**src/rtl/vga_capture.sv**
```systemverilog
// VGA receive-side capture: recovers pixel coordinates, measures mode timing and locks to H_ACTIVE x V_ACTIVE.
// Optional per-frame CRC-16-CCITT of emitted pixels when VGA_CAPTURE_CRC_EN is defined.
module vga_capture #(
  parameter int   H_ACTIVE = 800,
  parameter int   V_ACTIVE = 600,
  parameter logic HS_POL   = 1'b0,
  parameter logic VS_POL   = 1'b0
) (
  input  logic        vga_clk,
  input  logic        reset,
  input  logic [7:0]  VGA_R,
  input  logic [7:0]  VGA_G,
  input  logic [7:0]  VGA_B,
  input  logic        VGA_HS,
  input  logic        VGA_VS,
  input  logic        VGA_BLANK_N,
  output logic        pix_valid,
  output logic [9:0]  pix_x,
  output logic [9:0]  pix_y,
  output logic [23:0] pix_rgb,
  output logic        frame_start,
  output logic [10:0] h_total,
  output logic [10:0] h_active,
  output logic [9:0]  v_total,
  output logic [9:0]  v_active,
  output logic        locked,
  output logic        timing_err,
  output logic [15:0] frame_crc
);

  typedef enum logic [1:0] {SEARCH = 2'd0, MEASURE = 2'd1, LOCKED = 2'd2} state_t;

  function automatic logic [10:0] inc11(input logic [10:0] v);
    return (v == 11'h7FF) ? v : v + 11'd1;
  endfunction

  function automatic logic [9:0] inc10(input logic [9:0] v);
    return (v == 10'h3FF) ? v : v + 10'd1;
  endfunction

  state_t      state_q, state_d;
  logic [23:0] rgb_q, rgb_d;
  logic        hs_a_q, hs_a_d, vs_a_q, vs_a_d, blank_q, blank_d;
  logic        hs_prev_q, hs_prev_d, vs_prev_q, vs_prev_d, blank_prev_q, blank_prev_d;
  logic [10:0] hcnt_q, hcnt_d, acnt_q, acnt_d, prev_ht_q, prev_ht_d;
  logic [9:0]  vcnt_q, vcnt_d, vact_q, vact_d, prev_vt_q, prev_vt_d;
  logic        line_act_q, line_act_d, frame_bad_q, frame_bad_d, prev_ok_q, prev_ok_d;
  logic        pix_valid_q, pix_valid_d, frame_start_q, frame_start_d;
  logic        locked_q, locked_d, timing_err_q, timing_err_d;
  logic [9:0]  pix_x_q, pix_x_d, pix_y_q, pix_y_d;
  logic [23:0] pix_rgb_q, pix_rgb_d;
  logic [10:0] h_total_q, h_total_d, h_active_q, h_active_d;
  logic [9:0]  v_total_q, v_total_d, v_active_q, v_active_d;

  logic        hs_edge, vs_edge, blank_rise, blank_fall;
  logic        line_bad, line_act_now, frame_bad_now, lock_ok;
  logic [10:0] cur_x;
  logic [9:0]  vact_now;

  assign hs_edge    = hs_a_q & ~hs_prev_q;
  assign vs_edge    = vs_a_q & ~vs_prev_q;
  assign blank_rise = blank_q & ~blank_prev_q;
  assign blank_fall = ~blank_q & blank_prev_q;

  // Input sampling, counters, measurements, lock FSM and output stage next-state
  always_comb begin
    hs_a_d       = (VGA_HS == HS_POL);
    vs_a_d       = (VGA_VS == VS_POL);
    blank_d      = VGA_BLANK_N;
    rgb_d        = {VGA_R, VGA_G, VGA_B};
    hs_prev_d    = hs_a_q;
    vs_prev_d    = vs_a_q;
    blank_prev_d = blank_q;

    hcnt_d     = hs_edge ? 11'd0 : inc11(hcnt_q);
    h_total_d  = hs_edge ? inc11(hcnt_q) : h_total_q;
    acnt_d     = blank_q ? (blank_rise ? 11'd1 : inc11(acnt_q)) : acnt_q;
    cur_x      = blank_rise ? 11'd0 : acnt_q;
    h_active_d = blank_fall ? acnt_q : h_active_q;

    // A line ending on the VS edge still belongs to the frame being closed
    line_bad      = blank_fall && (acnt_q != 11'(H_ACTIVE));
    line_act_now  = line_act_q || blank_fall;
    frame_bad_now = frame_bad_q || line_bad;
    vact_now      = blank_fall ? inc10(vact_q) : vact_q;
    vcnt_d        = vs_edge ? 10'd0 : (hs_edge ? inc10(vcnt_q) : vcnt_q);
    vact_d        = vs_edge ? 10'd0 : vact_now;
    v_total_d     = vs_edge ? vcnt_q : v_total_q;
    v_active_d    = vs_edge ? vact_now : v_active_q;
    line_act_d    = vs_edge ? 1'b0 : line_act_now;
    frame_bad_d   = vs_edge ? 1'b0 : frame_bad_now;

    lock_ok = prev_ok_q && line_act_now && !frame_bad_now &&
              (h_active_d == 11'(H_ACTIVE)) && (v_active_d == 10'(V_ACTIVE)) &&
              (h_total_d == prev_ht_q) && (v_total_d == prev_vt_q);

    // A frame that contained a bad line, or the first frame after reset, cannot vouch for the next
    prev_ht_d = vs_edge ? h_total_d : prev_ht_q;
    prev_vt_d = vs_edge ? v_total_d : prev_vt_q;
    prev_ok_d = vs_edge ? ((state_q != SEARCH) && !frame_bad_now) : prev_ok_q;

    state_d = state_q;
    case (state_q)
      SEARCH:  state_d = vs_edge ? MEASURE : SEARCH;
      MEASURE: state_d = (vs_edge && lock_ok) ? LOCKED : MEASURE;
      LOCKED:  state_d = ((vs_edge && !lock_ok) || line_bad) ? MEASURE : LOCKED;
      default: state_d = SEARCH;
    endcase

    locked_d      = (state_d == LOCKED);
    timing_err_d  = (state_q == LOCKED) && (state_d != LOCKED);
    pix_valid_d   = blank_q && locked_d;
    pix_x_d       = (cur_x > 11'd1023) ? 10'd1023 : cur_x[9:0];
    pix_y_d       = vact_q;
    pix_rgb_d     = rgb_q;
    frame_start_d = vs_edge;
  end

  // State register for every stage of the capture path
  always_ff @(posedge vga_clk or posedge reset) begin
    if (reset) begin
      state_q <= SEARCH;
      rgb_q <= 24'd0;  hs_a_q <= 1'b0;  vs_a_q <= 1'b0;  blank_q <= 1'b0;
      hs_prev_q <= 1'b0;  vs_prev_q <= 1'b0;  blank_prev_q <= 1'b0;
      hcnt_q <= 11'd0;  acnt_q <= 11'd0;  prev_ht_q <= 11'd0;
      vcnt_q <= 10'd0;  vact_q <= 10'd0;  prev_vt_q <= 10'd0;
      line_act_q <= 1'b0;  frame_bad_q <= 1'b0;  prev_ok_q <= 1'b0;
      pix_valid_q <= 1'b0;  frame_start_q <= 1'b0;  locked_q <= 1'b0;  timing_err_q <= 1'b0;
      pix_x_q <= 10'd0;  pix_y_q <= 10'd0;  pix_rgb_q <= 24'd0;
      h_total_q <= 11'd0;  h_active_q <= 11'd0;  v_total_q <= 10'd0;  v_active_q <= 10'd0;
    end else begin
      state_q <= state_d;
      rgb_q <= rgb_d;  hs_a_q <= hs_a_d;  vs_a_q <= vs_a_d;  blank_q <= blank_d;
      hs_prev_q <= hs_prev_d;  vs_prev_q <= vs_prev_d;  blank_prev_q <= blank_prev_d;
      hcnt_q <= hcnt_d;  acnt_q <= acnt_d;  prev_ht_q <= prev_ht_d;
      vcnt_q <= vcnt_d;  vact_q <= vact_d;  prev_vt_q <= prev_vt_d;
      line_act_q <= line_act_d;  frame_bad_q <= frame_bad_d;  prev_ok_q <= prev_ok_d;
      pix_valid_q <= pix_valid_d;  frame_start_q <= frame_start_d;
      locked_q <= locked_d;  timing_err_q <= timing_err_d;
      pix_x_q <= pix_x_d;  pix_y_q <= pix_y_d;  pix_rgb_q <= pix_rgb_d;
      h_total_q <= h_total_d;  h_active_q <= h_active_d;
      v_total_q <= v_total_d;  v_active_q <= v_active_d;
    end
  end

  assign pix_valid   = pix_valid_q;
  assign pix_x       = pix_x_q;
  assign pix_y       = pix_y_q;
  assign pix_rgb     = pix_rgb_q;
  assign frame_start = frame_start_q;
  assign h_total     = h_total_q;
  assign h_active    = h_active_q;
  assign v_total     = v_total_q;
  assign v_active    = v_active_q;
  assign locked      = locked_q;
  assign timing_err  = timing_err_q;

`ifdef VGA_CAPTURE_CRC_EN
  // CRC-16-CCITT, MSB first, all 24 bits of one pixel per clock
  function automatic logic [15:0] crc16_24(input logic [15:0] crc, input logic [23:0] data);
    logic [15:0] c;
    c = crc;
    for (int i = 23; i >= 0; i--) begin
      c = (c[15] ^ data[i]) ? ({c[14:0], 1'b0} ^ 16'h1021) : {c[14:0], 1'b0};
    end
    return c;
  endfunction

  logic [15:0] crc_acc_q, crc_acc_d, frame_crc_q, frame_crc_d, crc_upd;

  // Accumulate emitted pixels; close and restart the frame on the VS edge
  always_comb begin
    crc_upd     = pix_valid_q ? crc16_24(crc_acc_q, pix_rgb_q) : crc_acc_q;
    crc_acc_d   = vs_edge ? 16'hFFFF : crc_upd;
    frame_crc_d = vs_edge ? crc_upd : frame_crc_q;
  end

  // CRC accumulator and latched result
  always_ff @(posedge vga_clk or posedge reset) begin
    if (reset) begin
      crc_acc_q   <= 16'hFFFF;
      frame_crc_q <= 16'h0000;
    end else begin
      crc_acc_q   <= crc_acc_d;
      frame_crc_q <= frame_crc_d;
    end
  end

  assign frame_crc = frame_crc_q;
`else
  assign frame_crc = 16'h0000;
`endif

endmodule

```
**config.mk**
```make
export PLATFORM = sky130hd
export DESIGN_NAME = vga_capture
export DESIGN_NICKNAME = d
export VERILOG_FILES = /design/src/rtl/vga_capture.sv
export SDC_FILE = /design/constraint.sdc
export NUM_CORES = 1
export LEC_CHECK = 0
export CORE_ASPECT_RATIO = 1.75
export CORE_MARGIN = 3
export CORE_UTILIZATION = 35
export CTS_BUF_LIST = sky130_fd_sc_hd__clkbuf_8
export CTS_CLUSTER_DIAMETER = 80
export CTS_CLUSTER_SIZE = 24
export DETAILED_ROUTE_END_ITERATION = 6
export GPL_TIMING_DRIVEN = 0
export MAX_ROUTING_LAYER = met4
export PLACE_DENSITY_LB_ADDON = 0.15
export SLEW_MARGIN = 5
export SYNTH_ARGS = -nofsm -noshare
export SYNTH_HDL_FRONTEND = slang
export SYNTH_SLANG_ARGS = --single-unit
```
**constraint.sdc**
```tcl
create_clock -name vga_clk -period 19.6 [get_ports vga_clk]
set_input_delay 3.92 -clock vga_clk [delete_from_list [all_inputs] [get_ports vga_clk]]
set_output_delay 3.92 -clock vga_clk [all_outputs]
set_load 0.02 [all_outputs]
```
# Word level (Yosys, flattened, before mapping)
# Cells that the tools add are included.
dict set report classes {
  n_addsub 4
  n_lt_le_gt_ge 1
  eq_ne 15
  muxes 22
  n_bitwise 10
  reduce_logical 22
}
# operator n
set ops {}
lappend ops {{$mux W10} 9}
lappend ops {{$mux W11} 7}
lappend ops {{$eq A10 B10 Y1 const B} 3}
lappend ops {{$add A11 B1 Y11 const B} 2}
lappend ops {{$eq A11 B11 Y1 const B} 2}
lappend ops {{$add A10 B1 Y10 const B} 2}
lappend ops {{$logic_and A1 B1 Y1} 12}
lappend ops {{$eq A11 B10 Y1 const B} 1}
lappend ops {{$eq A11 B11 Y1} 1}
lappend ops {{$gt A11 B10 Y1 const B} 1}
lappend ops {{$ne A11 B10 Y1 const B} 1}
lappend ops {{$eq A10 B10 Y1} 1}
lappend ops {{$ne A2 B2 Y1 const B} 3}
lappend ops {{$not A1 Y1} 6}
lappend ops {{$pmux W2 S3} 1}
lappend ops {{$and A1 B1 Y1} 4}
lappend ops {{$eq A2 B2 Y1 const B} 2}
lappend ops {{$mux W2} 2}
lappend ops {{$reduce_and A2 Y1} 2}
lappend ops {{$reduce_bool A2 Y1} 2}
lappend ops {{$logic_or A1 B1 Y1} 3}
lappend ops {{$mux W1} 3}
lappend ops {{$eq A2 B1 Y1 const B} 1}
lappend ops {{$logic_not A1 Y1} 2}
lappend ops {{$logic_not A2 Y1} 1}
dict set report word_totals {
  reg_bits 188
  input_bits 29
  out_inout_bits 106
  elab_cells 102
}

# Logic depth before layout (Yosys ltp)
# Gate-level depths: netlist (run 1).
dict set report depth {
  ltp_word 17
  mapped_depth 10
  mapped_depth_nobuf 9
}

# Worst setup path before layout (run 1)
# Ideal clock, no wire load.
dict set report synth_timing {
  path_kind {register to output}
  startpoint {reg v_total_q[4] (netlist: v_total[4])}
  endpoint {out v_total[4]}
  arrival_time_ns 0.451
  required_time_ns 15.680
  slack_ns 15.229
  stages_incl_launch_ff 1
  path_buffers 0
  path_cell_list {dfrtp_1}
}
# element line_no
set synth_lines {}
lappend synth_lines {{start, declared} 53} ;# logic [9:0] v_total_q, v_total_d, v_active_q, v_active_d;
lappend synth_lines {{start signal, assigned} 142} ;# v_total_q <= v_total_d; v_active_q <= v_active_d;
lappend synth_lines {{end, declared} 24} ;# output logic [9:0] v_total,
# No word-level cell between the ends.

# Worst setup path in the final report (run 1)
dict set report layout_timing {
  startpoint {reg h_total_q[3] (netlist: h_total[3])}
  endpoint {out h_total[3]}
}
# element line_no
set layout_lines {}
lappend layout_lines {{start, declared} 52} ;# logic [10:0] h_total_q, h_total_d, h_active_q, h_active_d;
lappend layout_lines {{start signal, assigned} 141} ;# h_total_q <= h_total_d; h_active_q <= h_active_d;
lappend layout_lines {{end, declared} 22} ;# output logic [10:0] h_total,
# No word-level cell between the ends.

==> flow_summary.html, run 1 <==
<table>
<tr><th>Metric</th><th>Value</th></tr>
<tr><th colspan="2">Run status</th></tr>
<tr><td>Run status</td><td>complete, no violations</td></tr>
<tr><th colspan="2">Place</th></tr>
<tr><td>Final weighted congestion in routability-driven placement</td><td>0.914</td></tr>
<tr><td>Total placed cells including tap cells</td><td>1150</td></tr>
<tr><td>I/O Buffers</td><td>118</td></tr>
<tr><td>DP HPWL</td><td>14.4 mm</td></tr>
<tr><th colspan="2">Die</th></tr>
<tr><td>Width of the die</td><td>118 µm</td></tr>
<tr><td>Y dimension of the die</td><td>201 µm</td></tr>
<tr><td>Die area</td><td>23700 µm²</td></tr>
<tr><td>Number of I/O pins</td><td>135</td></tr>
<tr><td>Core Footprint</td><td>21200 µm²</td></tr>
<tr><td>Std-Cell Rows</td><td>70</td></tr>
<tr><td>Starting Density</td><td>0.360</td></tr>
<tr><th colspan="2">Synth</th></tr>
<tr><td>Cells after Synth</td><td>728</td></tr>
<tr><td>Share of the yosys chip area belonging to registers</td><td>0.616</td></tr>
<tr><td>Multiplexer fraction of the synthesized cell area</td><td>0.00934</td></tr>
<tr><td>Fraction of the mapped netlist area in compound gates</td><td>0.0921</td></tr>
<tr><td>Synth Flop Type</td><td>sky130_fd_sc_hd__dfrtp_1</td></tr>
<tr><td>Count of flip-flops with a built-in enable after synthesis</td><td>0</td></tr>
<tr><td>Area share of and/or/nand/nor cells after synthesis</td><td>0.188</td></tr>
<tr><td>Post-synthesis xor/xnor area fraction</td><td>0.0411</td></tr>
<tr><td>Warning count from the yosys run</td><td>0</td></tr>
<tr><td>Number of different library cells in the post-synthesis netlist</td><td>59</td></tr>
<tr><td>Post-synthesis adder-cell area fraction</td><td>0.00820</td></tr>
<tr><td>Dominant combinational cell family by area after synthesis</td><td>simple AND/OR/NAND/NOR gates</td></tr>
<tr><td>Number of synthesized register bits</td><td>188</td></tr>
<tr><td>Ys async rst share</td><td>1.00</td></tr>
<tr><td>Post-synthesis cell area</td><td>7630 µm²</td></tr>
<tr><td>Mean instance size in the synthesized netlist</td><td>10.5 µm²</td></tr>
<tr><th colspan="2">CTS</th></tr>
<tr><td>Clk buf depth</td><td>2</td></tr>
<tr><td>Count of cells resized by post-cts repair</td><td>0</td></tr>
<tr><td>Count of H-tree levels built during CTS</td><td>4</td></tr>
<tr><td>Clock tree from TritonCTS</td><td>yes</td></tr>
<tr><td>Post-CTS Hold Buffers</td><td>0</td></tr>
<tr><td>Clock latency of the later-clocked register in the worst-skew pair</td><td>0.48 ns</td></tr>
<tr><td>Number of buffers inserted by post-CTS setup repair</td><td>0</td></tr>
<tr><td>TritonCTS buffer count</td><td>17</td></tr>
<tr><td>Cell at the root of the clock tree</td><td>sky130_fd_sc_hd__clkbuf_8</td></tr>
<tr><td>CTS Sinks</td><td>188</td></tr>
<tr><td>Clock slew at the register clock pins of the worst setup and hold paths</td><td>0.11 ns</td></tr>
<tr><th colspan="2">Pwr</th></tr>
<tr><td>Static Leakage</td><td>0.00435 µW</td></tr>
<tr><td>Net switching power</td><td>262 µW</td></tr>
<tr><td>Max rail drop VDD</td><td>0.0000656 V</td></tr>
<tr><td>Fraction of power consumed by the clock network</td><td>0.304</td></tr>
<tr><td>Internal Power</td><td>586 µW</td></tr>
<tr><td>Net switching share of the total power</td><td>0.309</td></tr>
<tr><td>Tot Pwr</td><td>848 µW</td></tr>
<tr><td>Power per standard cell area</td><td>87.8 nW/µm²</td></tr>
<tr><td>Fraction of power consumed by sequential logic</td><td>0.527</td></tr>
<tr><td>Comb pwr share</td><td>0.170</td></tr>
<tr><th colspan="2">Finish</th></tr>
<tr><td>Layout cell share with drive strength beyond 1</td><td>0.0749</td></tr>
<tr><td>Ant. Diodes</td><td>0</td></tr>
<tr><td>Final Non-Filler Cells</td><td>1182</td></tr>
<tr><td>Final core utilization</td><td>0.456</td></tr>
<tr><td>Final #Nets</td><td>915</td></tr>
<tr><td>Synth-to-layout area growth</td><td>26.5%</td></tr>
<tr><th colspan="2">Route</th></tr>
<tr><td>DRT Pass-1 Iters</td><td>5</td></tr>
<tr><td>Via total after detailed routing</td><td>5669</td></tr>
<tr><td>Number of DRC violations after detailed-routing iteration 0</td><td>260</td></tr>
<tr><td>Via density</td><td>4.80</td></tr>
<tr><td>DRC violations left</td><td>0</td></tr>
<tr><td>Detail-routed net length per standard cell</td><td>16.5 µm</td></tr>
<tr><td>Detailed-route wire length</td><td>19.5 mm</td></tr>
<tr><td>Number of nets with antenna violations after detailed routing</td><td>0</td></tr>
<tr><th colspan="2">Timing</th></tr>
<tr><td>Unrepaired setup endpoints after global routing</td><td>false</td></tr>
<tr><td>Post-route setup TNS</td><td>0 ns</td></tr>
<tr><td>Final-report max-slew violation count</td><td>0</td></tr>
<tr><td>Final Hold Viols</td><td>0</td></tr>
<tr><td>Setup-violating endpoint count in the final report</td><td>0</td></tr>
<tr><td>Min Tclk post-route</td><td>5.47 ns</td></tr>
<tr><td>Clock skew</td><td>0.0112 ns</td></tr>
<tr><td>Worst hold slack</td><td>0.348 ns</td></tr>
<tr><td>Actual slew at the worst max-slew pin</td><td>0.823 ns</td></tr>
<tr><td>Final critical-path share of the clock period</td><td>0.279</td></tr>
<tr><td>Relative slew margins</td><td>0.446</td></tr>
<tr><td>Maximum achievable frequency</td><td>183 MHz</td></tr>
<tr><th colspan="2">Setup path</th></tr>
<tr><td>CP bufs+invs</td><td>1</td></tr>
<tr><td>Startpoint types</td><td>flop</td></tr>
<tr><td>CP max-delay cell</td><td>sky130_fd_sc_hd__clkdlybuf4s50_1</td></tr>
<tr><td>Kind of cell adding the most delay to the critical path</td><td>buffers and inverters</td></tr>
<tr><td>Largest stage delay on the critical path</td><td>0.64 ns</td></tr>
<tr><td>CP Max Fanout</td><td>3</td></tr>
<tr><td>Required time at the worst-slack endpoint</td><td>15.68 ns</td></tr>
<tr><td>Worst Setup Path Type</td><td>reg2out</td></tr>
<tr><td>Kind of capture point of the worst setup path</td><td>output pin</td></tr>
<tr><td>Cells traversed along the worst timing path</td><td>clkdlybuf4s50_1</td></tr>
<tr><td>CP arrival</td><td>1.55 ns</td></tr>
<tr><th colspan="2">Global routing</th></tr>
<tr><td>Largest net degree at the start of global routing</td><td>102</td></tr>
<tr><td>Global-route wire length before repair</td><td>31.2 mm</td></tr>
<tr><td>Via count of the first global-routing pass</td><td>5753</td></tr>
<tr><td>Leftover overflow at the end of global routing</td><td>0</td></tr>
<tr><td>Initial antenna violation count</td><td>0</td></tr>
<tr><td>Global routing usage summed across all routing layers</td><td>0.174</td></tr>
<tr><th colspan="2">Flow run</th></tr>
<tr><td>Max-Cap Viols</td><td>0</td></tr>
<tr><th colspan="2">Hold path</th></tr>
<tr><td>HP Class</td><td>reg2reg</td></tr>
</table>
[area by class of cell]
| class | instances | area, µm² |
|---|---|---|
| clock buffer | 17 | 234 |
| buffer | 50 | 253 |
| fill | 2105 | 11500 |
| clock inverter | 15 | 155 |
| timing repair buffer | 119 | 1210 |
| tap | 288 | 360 |
| inverter | 24 | 97.6 |
| sequential | 188 | 4700 |
| multi-input combinational | 481 | 2640 |
[cells in the mapped netlist, types with 3 or more instances]
library cell | number | area share
sky130_fd_sc_hd__nand3b_1 | 3 | 0.0030
sky130_fd_sc_hd__xnor2_1 | 18 | 0.021
sky130_fd_sc_hd__inv_1 | 23 | 0.011
sky130_fd_sc_hd__a211oi_1 | 6 | 0.0059
sky130_fd_sc_hd__nand2_1 | 130 | 0.064
sky130_fd_sc_hd__nand2b_1 | 7 | 0.0057
sky130_fd_sc_hd__nor4bb_1 | 4 | 0.0052
sky130_fd_sc_hd__o221ai_1 | 3 | 0.0034
sky130_fd_sc_hd__or2_2 | 3 | 0.0025
sky130_fd_sc_hd__clkbuf_1 | 28 | 0.014
sky130_fd_sc_hd__o211a_1 | 3 | 0.0039
sky130_fd_sc_hd__a21oi_1 | 15 | 0.0098
sky130_fd_sc_hd__and3_1 | 3 | 0.0025
sky130_fd_sc_hd__nor4_1 | 5 | 0.0041
sky130_fd_sc_hd__ha_1 | 5 | 0.0082
sky130_fd_sc_hd__and4_1 | 4 | 0.0046
sky130_fd_sc_hd__dfrtp_1 | 188 | 0.62
sky130_fd_sc_hd__a41oi_1 | 5 | 0.0057
sky130_fd_sc_hd__xor2_1 | 16 | 0.018
sky130_fd_sc_hd__mux2i_1 | 6 | 0.0079
sky130_fd_sc_hd__nor2b_1 | 6 | 0.0049
sky130_fd_sc_hd__nor3_1 | 10 | 0.0066
sky130_fd_sc_hd__o22ai_1 | 3 | 0.0025
sky130_fd_sc_hd__buf_4 | 16 | 0.016
sky130_fd_sc_hd__nor2_1 | 89 | 0.044
sky130_fd_sc_hd__a21o_1 | 4 | 0.0039
sky130_fd_sc_hd__nand4_1 | 15 | 0.012
sky130_fd_sc_hd__a31oi_1 | 13 | 0.011
sky130_fd_sc_hd__o21ai_0 | 36 | 0.024
sky130_fd_sc_hd__o31ai_1 | 6 | 0.0059
sky130_fd_sc_hd__buf_2 | 4 | 0.0026
sky130_fd_sc_hd__nand3_1 | 16 | 0.010
[cells by family after synthesis]
logic type               count (synthesis)
flip-flops                             188
other                                    1
multiplexers                             7
AND/OR/NAND/NOR                        311
buffers and inverters                   74
AO/OA/AOI/OAI                          107
XOR/XNOR                                35
adder cells (fa/ha/maj)                  5
[worst paths after layout]
kind | endpoint | from | slack, ns | cells past startpoint
hold reg to reg | pix_rgb[1]$_DFF_PP0_ | pix_rgb_d[1]$_DFF_PP0_ | 0.35 | 0
max in group asynchronous | pix_y[0]$_DFF_PP0_ | reset | 14.73 | 3
setup reg to reg | state_q[0]$_DFF_PP0_ | hcnt_q[0]$_DFF_PP0_ | 16.58 | 9
setup / recovery | h_total[3] | h_total[3]$_DFF_PP0_ | 14.13 | 1
min in group asynchronous | pix_rgb_d[10]$_DFF_PP0_ | reset | 3.92 | 2
hold / removal | pix_rgb[1]$_DFF_PP0_ | pix_rgb_d[1]$_DFF_PP0_ | 0.35 | 0
[per-layer routing]
metal,global-route usage,share of wire,vias up,wire [µm]
met5,-,0,-,0
met4,0.0629,0.017,0,332
met3,0.0352,0.037,22,718
met2,0.319,0.56,125,10900
met1,0.185,0.39,2783,7560
li1,-,-,2739,-
[cell usage in the layout (no fill, tap or decap), types with 10 or more instances in the layout]
cell / n
sky130_fd_sc_hd__dfrtp_1: 188
sky130_fd_sc_hd__nand2_1: 130
sky130_fd_sc_hd__clkdlybuf4s50_1: 118
sky130_fd_sc_hd__nor2_1: 89
sky130_fd_sc_hd__o21ai_0: 36
sky130_fd_sc_hd__clkbuf_1: 28
sky130_fd_sc_hd__inv_1: 22
sky130_fd_sc_hd__xnor2_1: 18
sky130_fd_sc_hd__clkbuf_8: 17
sky130_fd_sc_hd__nand3_1: 16
sky130_fd_sc_hd__xor2_1: 16
sky130_fd_sc_hd__buf_4: 16
sky130_fd_sc_hd__conb_1: 16
sky130_fd_sc_hd__nand4_1: 15
sky130_fd_sc_hd__a21oi_1: 15
sky130_fd_sc_hd__a31oi_1: 13
sky130_fd_sc_hd__nor3_1: 10
[sequential cells by signal, summed over array words and instances, names as in the netlist, 11 cells and up]
name and cells:
hcnt_q 11, pix_rgb_d 24, h_total 11, pix_rgb 24, acnt_q 11, h_active 11
prev_ht_q 11
[stage by stage]
stage	instance area (µm²)	setup slack [ns]
finish	9660	14.13
global route	9660	14.06
CTS	9660	14.06
detailed placement	9270	14.17
global placement	9230	7.95
floorplan	7690	10.57
[power by group through the flow]
stage,registers [µW],logic [µW],clock network (µW)
after floorplan,465,71.3,0
after global placement,454,144,0
after detailed placement,455,146,0
after CTS,447,146,268
after global routing,451,159,283
final,447,144,258
Note: power is estimated with default switching activity, not from simulation.
==> run 2, diff against run 1 <==
==> constraint.sdc (replaced) <==
create_clock -name vga_clk -period 5.04 [get_ports vga_clk]
set_input_delay 1.008 -clock vga_clk [delete_from_list [all_inputs] [get_ports vga_clk]]
set_output_delay 1.008 -clock vga_clk [all_outputs]
set_load 0.02 [all_outputs]
==> run 2 against run 1 <==
Against the previous run: combinational power rose to 3.9 times the previous value; critical path depth increased by 8; sequential cell count is the same; setup slack lost 12 ns; clock power increased to 4.2 times the previous value; global-route usage is 0.21 points higher; critical path type is now reg2reg; largest power group unchanged.
==> flow_summary.html, run 2 (synthesis results as in run 1) <==
<table>
<tr><th>Metric</th><th>Value</th></tr>
<tr><th colspan="2">Global routing</th></tr>
<tr><td>Initial antenna violation count</td><td>0</td></tr>
<tr><td>Global-route wire length before repair</td><td>31.6 mm</td></tr>
<tr><td>Global routing usage summed across all routing layers</td><td>0.176</td></tr>
<tr><td>Most Crowded Layer GR</td><td>met2</td></tr>
<tr><td>Via count of the first global-routing pass</td><td>5902</td></tr>
<tr><td>Leftover overflow at the end of global routing</td><td>0</td></tr>
<tr><td>Global Route met2 Usage</td><td>0.322</td></tr>
<tr><td>Largest net degree at the start of global routing</td><td>42</td></tr>
<tr><td>Met3 track utilization from global routing</td><td>0.0354</td></tr>
<tr><td>GR met1 Demand/Resource</td><td>0.183</td></tr>
<tr><th colspan="2">Pwr</th></tr>
<tr><td>Max rail drop VDD</td><td>0.000216 V</td></tr>
<tr><td>Static Leakage</td><td>0.00440 µW</td></tr>
<tr><td>Power per standard cell area</td><td>347 nW/µm²</td></tr>
<tr><th colspan="2">Setup path</th></tr>
<tr><td>Worst Setup Path Type</td><td>reg2reg</td></tr>
<tr><td>Worst R2R Setup Slack</td><td>1.99 ns</td></tr>
<tr><td>Cells traversed along the worst timing path</td><td>clkbuf_1, nand4_1, or4_1, a31oi_1, xnor2_1, nand4b_1, or4_4, nor4_1, nor2_1</td></tr>
<tr><td>Startpoint types</td><td>flop</td></tr>
<tr><td>CP Max Fanout</td><td>7</td></tr>
<tr><td>Required time at the worst-slack endpoint</td><td>5.40 ns</td></tr>
<tr><td>CP arrival</td><td>3.41 ns</td></tr>
<tr><td>Kind of cell adding the most delay to the critical path</td><td>simple AND/OR/NAND/NOR gates</td></tr>
<tr><td>Kind of capture point of the worst setup path</td><td>flop</td></tr>
<tr><td>CP bufs+invs</td><td>1</td></tr>
<tr><td>CP max-delay cell</td><td>sky130_fd_sc_hd__or4_1</td></tr>
<tr><td>Largest stage delay on the critical path</td><td>0.48 ns</td></tr>
<tr><th colspan="2">Die</th></tr>
<tr><td>Width of the die</td><td>118 µm</td></tr>
<tr><td>Starting Density</td><td>0.360</td></tr>
<tr><td>Std-Cell Rows</td><td>70</td></tr>
<tr><td>Y dimension of the die</td><td>201 µm</td></tr>
<tr><td>Die area</td><td>23700 µm²</td></tr>
<tr><td>Core Footprint</td><td>21200 µm²</td></tr>
<tr><td>Number of I/O pins</td><td>135</td></tr>
<tr><th colspan="2">Route</th></tr>
<tr><td>DRC violations left</td><td>0</td></tr>
<tr><td>DRT Pass-1 Iters</td><td>4</td></tr>
<tr><td>Via density</td><td>4.78</td></tr>
<tr><td>Number of DRC violations after detailed-routing iteration 0</td><td>311</td></tr>
<tr><td>Detail-routed net length per standard cell</td><td>16.5 µm</td></tr>
<tr><td>Via total after detailed routing</td><td>5674</td></tr>
<tr><td>Number of nets with antenna violations after detailed routing</td><td>0</td></tr>
<tr><td>Detailed-route wire length</td><td>19.6 mm</td></tr>
<tr><th colspan="2">Timing</th></tr>
<tr><td>Final-report max-slew violation count</td><td>0</td></tr>
<tr><td>Final critical-path share of the clock period</td><td>0.605</td></tr>
<tr><td>Maximum achievable frequency</td><td>328 MHz</td></tr>
<tr><td>Final Hold Viols</td><td>0</td></tr>
<tr><td>Setup-violating endpoint count in the final report</td><td>0</td></tr>
<tr><td>Unrepaired setup endpoints after global routing</td><td>false</td></tr>
<tr><td>Min Tclk post-route</td><td>3.05 ns</td></tr>
<tr><td>Actual slew at the worst max-slew pin</td><td>0.767 ns</td></tr>
<tr><td>Relative slew margins</td><td>0.484</td></tr>
<tr><td>Clock skew</td><td>0.0116 ns</td></tr>
<tr><td>Setup WS post-layout</td><td>1.99 ns</td></tr>
<tr><td>Worst hold slack</td><td>0.353 ns</td></tr>
<tr><th colspan="2">Place</th></tr>
<tr><td>I/O Buffers</td><td>118</td></tr>
<tr><td>Dpl ws</td><td>1.98 ns</td></tr>
<tr><td>DP HPWL</td><td>14.7 mm</td></tr>
<tr><td>Final weighted congestion in routability-driven placement</td><td>0.897</td></tr>
<tr><th colspan="2">CTS</th></tr>
<tr><td>Clk buf depth</td><td>2</td></tr>
<tr><td>Clock slew at the register clock pins of the worst setup and hold paths</td><td>0.10 ns</td></tr>
<tr><td>Clock latency of the later-clocked register in the worst-skew pair</td><td>0.47 ns</td></tr>
<tr><td>CTS Sinks</td><td>188</td></tr>
<tr><td>TritonCTS buffer count</td><td>17</td></tr>
<tr><td>Cell at the root of the clock tree</td><td>sky130_fd_sc_hd__clkbuf_8</td></tr>
<tr><td>Count of H-tree levels built during CTS</td><td>4</td></tr>
<tr><td>Number of buffers inserted by post-CTS setup repair</td><td>0</td></tr>
<tr><td>Clock tree from TritonCTS</td><td>yes</td></tr>
<tr><td>Post-CTS Hold Buffers</td><td>0</td></tr>
<tr><td>Count of cells resized by post-cts repair</td><td>0</td></tr>
<tr><th colspan="2">Finish</th></tr>
<tr><td>Most frequent cells in the layout</td><td>188 x sky130_fd_sc_hd__dfrtp_1, 130 x sky130_fd_sc_hd__nand2_1, 118 x sky130_fd_sc_hd__clkdlybuf4s50_1, 89 x sky130_fd_sc_hd__nor2_1, 36 x sky130_fd_sc_hd__o21ai_0</td></tr>
<tr><td>Ant. Diodes</td><td>0</td></tr>
<tr><td>Layout cell share with drive strength beyond 1</td><td>0.0780</td></tr>
<tr><td>Final core utilization</td><td>0.461</td></tr>
<tr><td>Synth-to-layout area growth</td><td>27.9%</td></tr>
<tr><td>Final #Nets</td><td>919</td></tr>
<tr><td>Number of fill cells</td><td>2091</td></tr>
<tr><td>Most common library cell in the layout ignoring fill and taps</td><td>sky130_fd_sc_hd__dfrtp_1</td></tr>
<tr><th colspan="2">Run status</th></tr>
<tr><td>Run status</td><td>complete, no violations</td></tr>
<tr><th colspan="2">Flow run</th></tr>
<tr><td>Max-Cap Viols</td><td>0</td></tr>
<tr><th colspan="2">Hold path</th></tr>
<tr><td>HP Class</td><td>reg2reg</td></tr>
</table>
run 2: stage by stage:
stage,std cells,total power (µW),setup TNS (ns),instance area (µm²)
final,1186,3380,0,9760
after global routing,1186,3560,0,9760
after CTS,1186,3450,0,9760
after detailed placement,1154,2350,0,9340
after global placement,1149,2330,-0.102,9240
after floorplan,743,2090,0,7690
run 2: path summary, 6_finish.rpt:
path                                         start                      to  cells past startpoint
setup / recovery               hcnt_q[0]$_DFF_PP0_    state_q[0]$_DFF_PP0_                      9
hold / removal             pix_rgb_d[14]$_DFF_PP0_   pix_rgb[14]$_DFF_PP0_                      0
hold reg to reg            pix_rgb_d[14]$_DFF_PP0_   pix_rgb[14]$_DFF_PP0_                      0
setup reg to reg               hcnt_q[0]$_DFF_PP0_    state_q[0]$_DFF_PP0_                      9
max in group asynchronous                    reset  pix_rgb_d[6]$_DFF_PP0_                      5
min in group asynchronous                    reset      pix_x[4]$_DFF_PP0_                      2
run 2: worst register-to-register path: cells and delay by family, from the launching register on:
family	cells	cell delay, ns
AOI/OAI and AO/OA	1	0.38
xor gates and xnor gates	1	0.19
buffers and inverters	1	0.30
DFF	1	0.38
and+or+nand+nor	6	1.69
run 2: area by class of cell:
type                    count  area (µm²)  area share
clock inverters            14         181      0.0186
multi-input cells         481        2640       0.271
repair buffers            123        1280       0.131
plain buffers              50         253      0.0259
flip-flops and latches    188        4700       0.482
inverters                  24        93.8     0.00961
well taps                 288         360      0.0369
clock buffers              18         248      0.0254
run 2: routing by layer:
layer	wire, µm	part of all wire
met2	11000	0.56
met4	518	0.026
met5	0	0
met1	7460	0.38
met3	660	0.034
run 2: report_power, final:
group	internal (µW)	switching, µW	total [µW]
registers	1630	113	1740
logic	246	319	566
clock network	514	562	1080
total	2390	994	3380
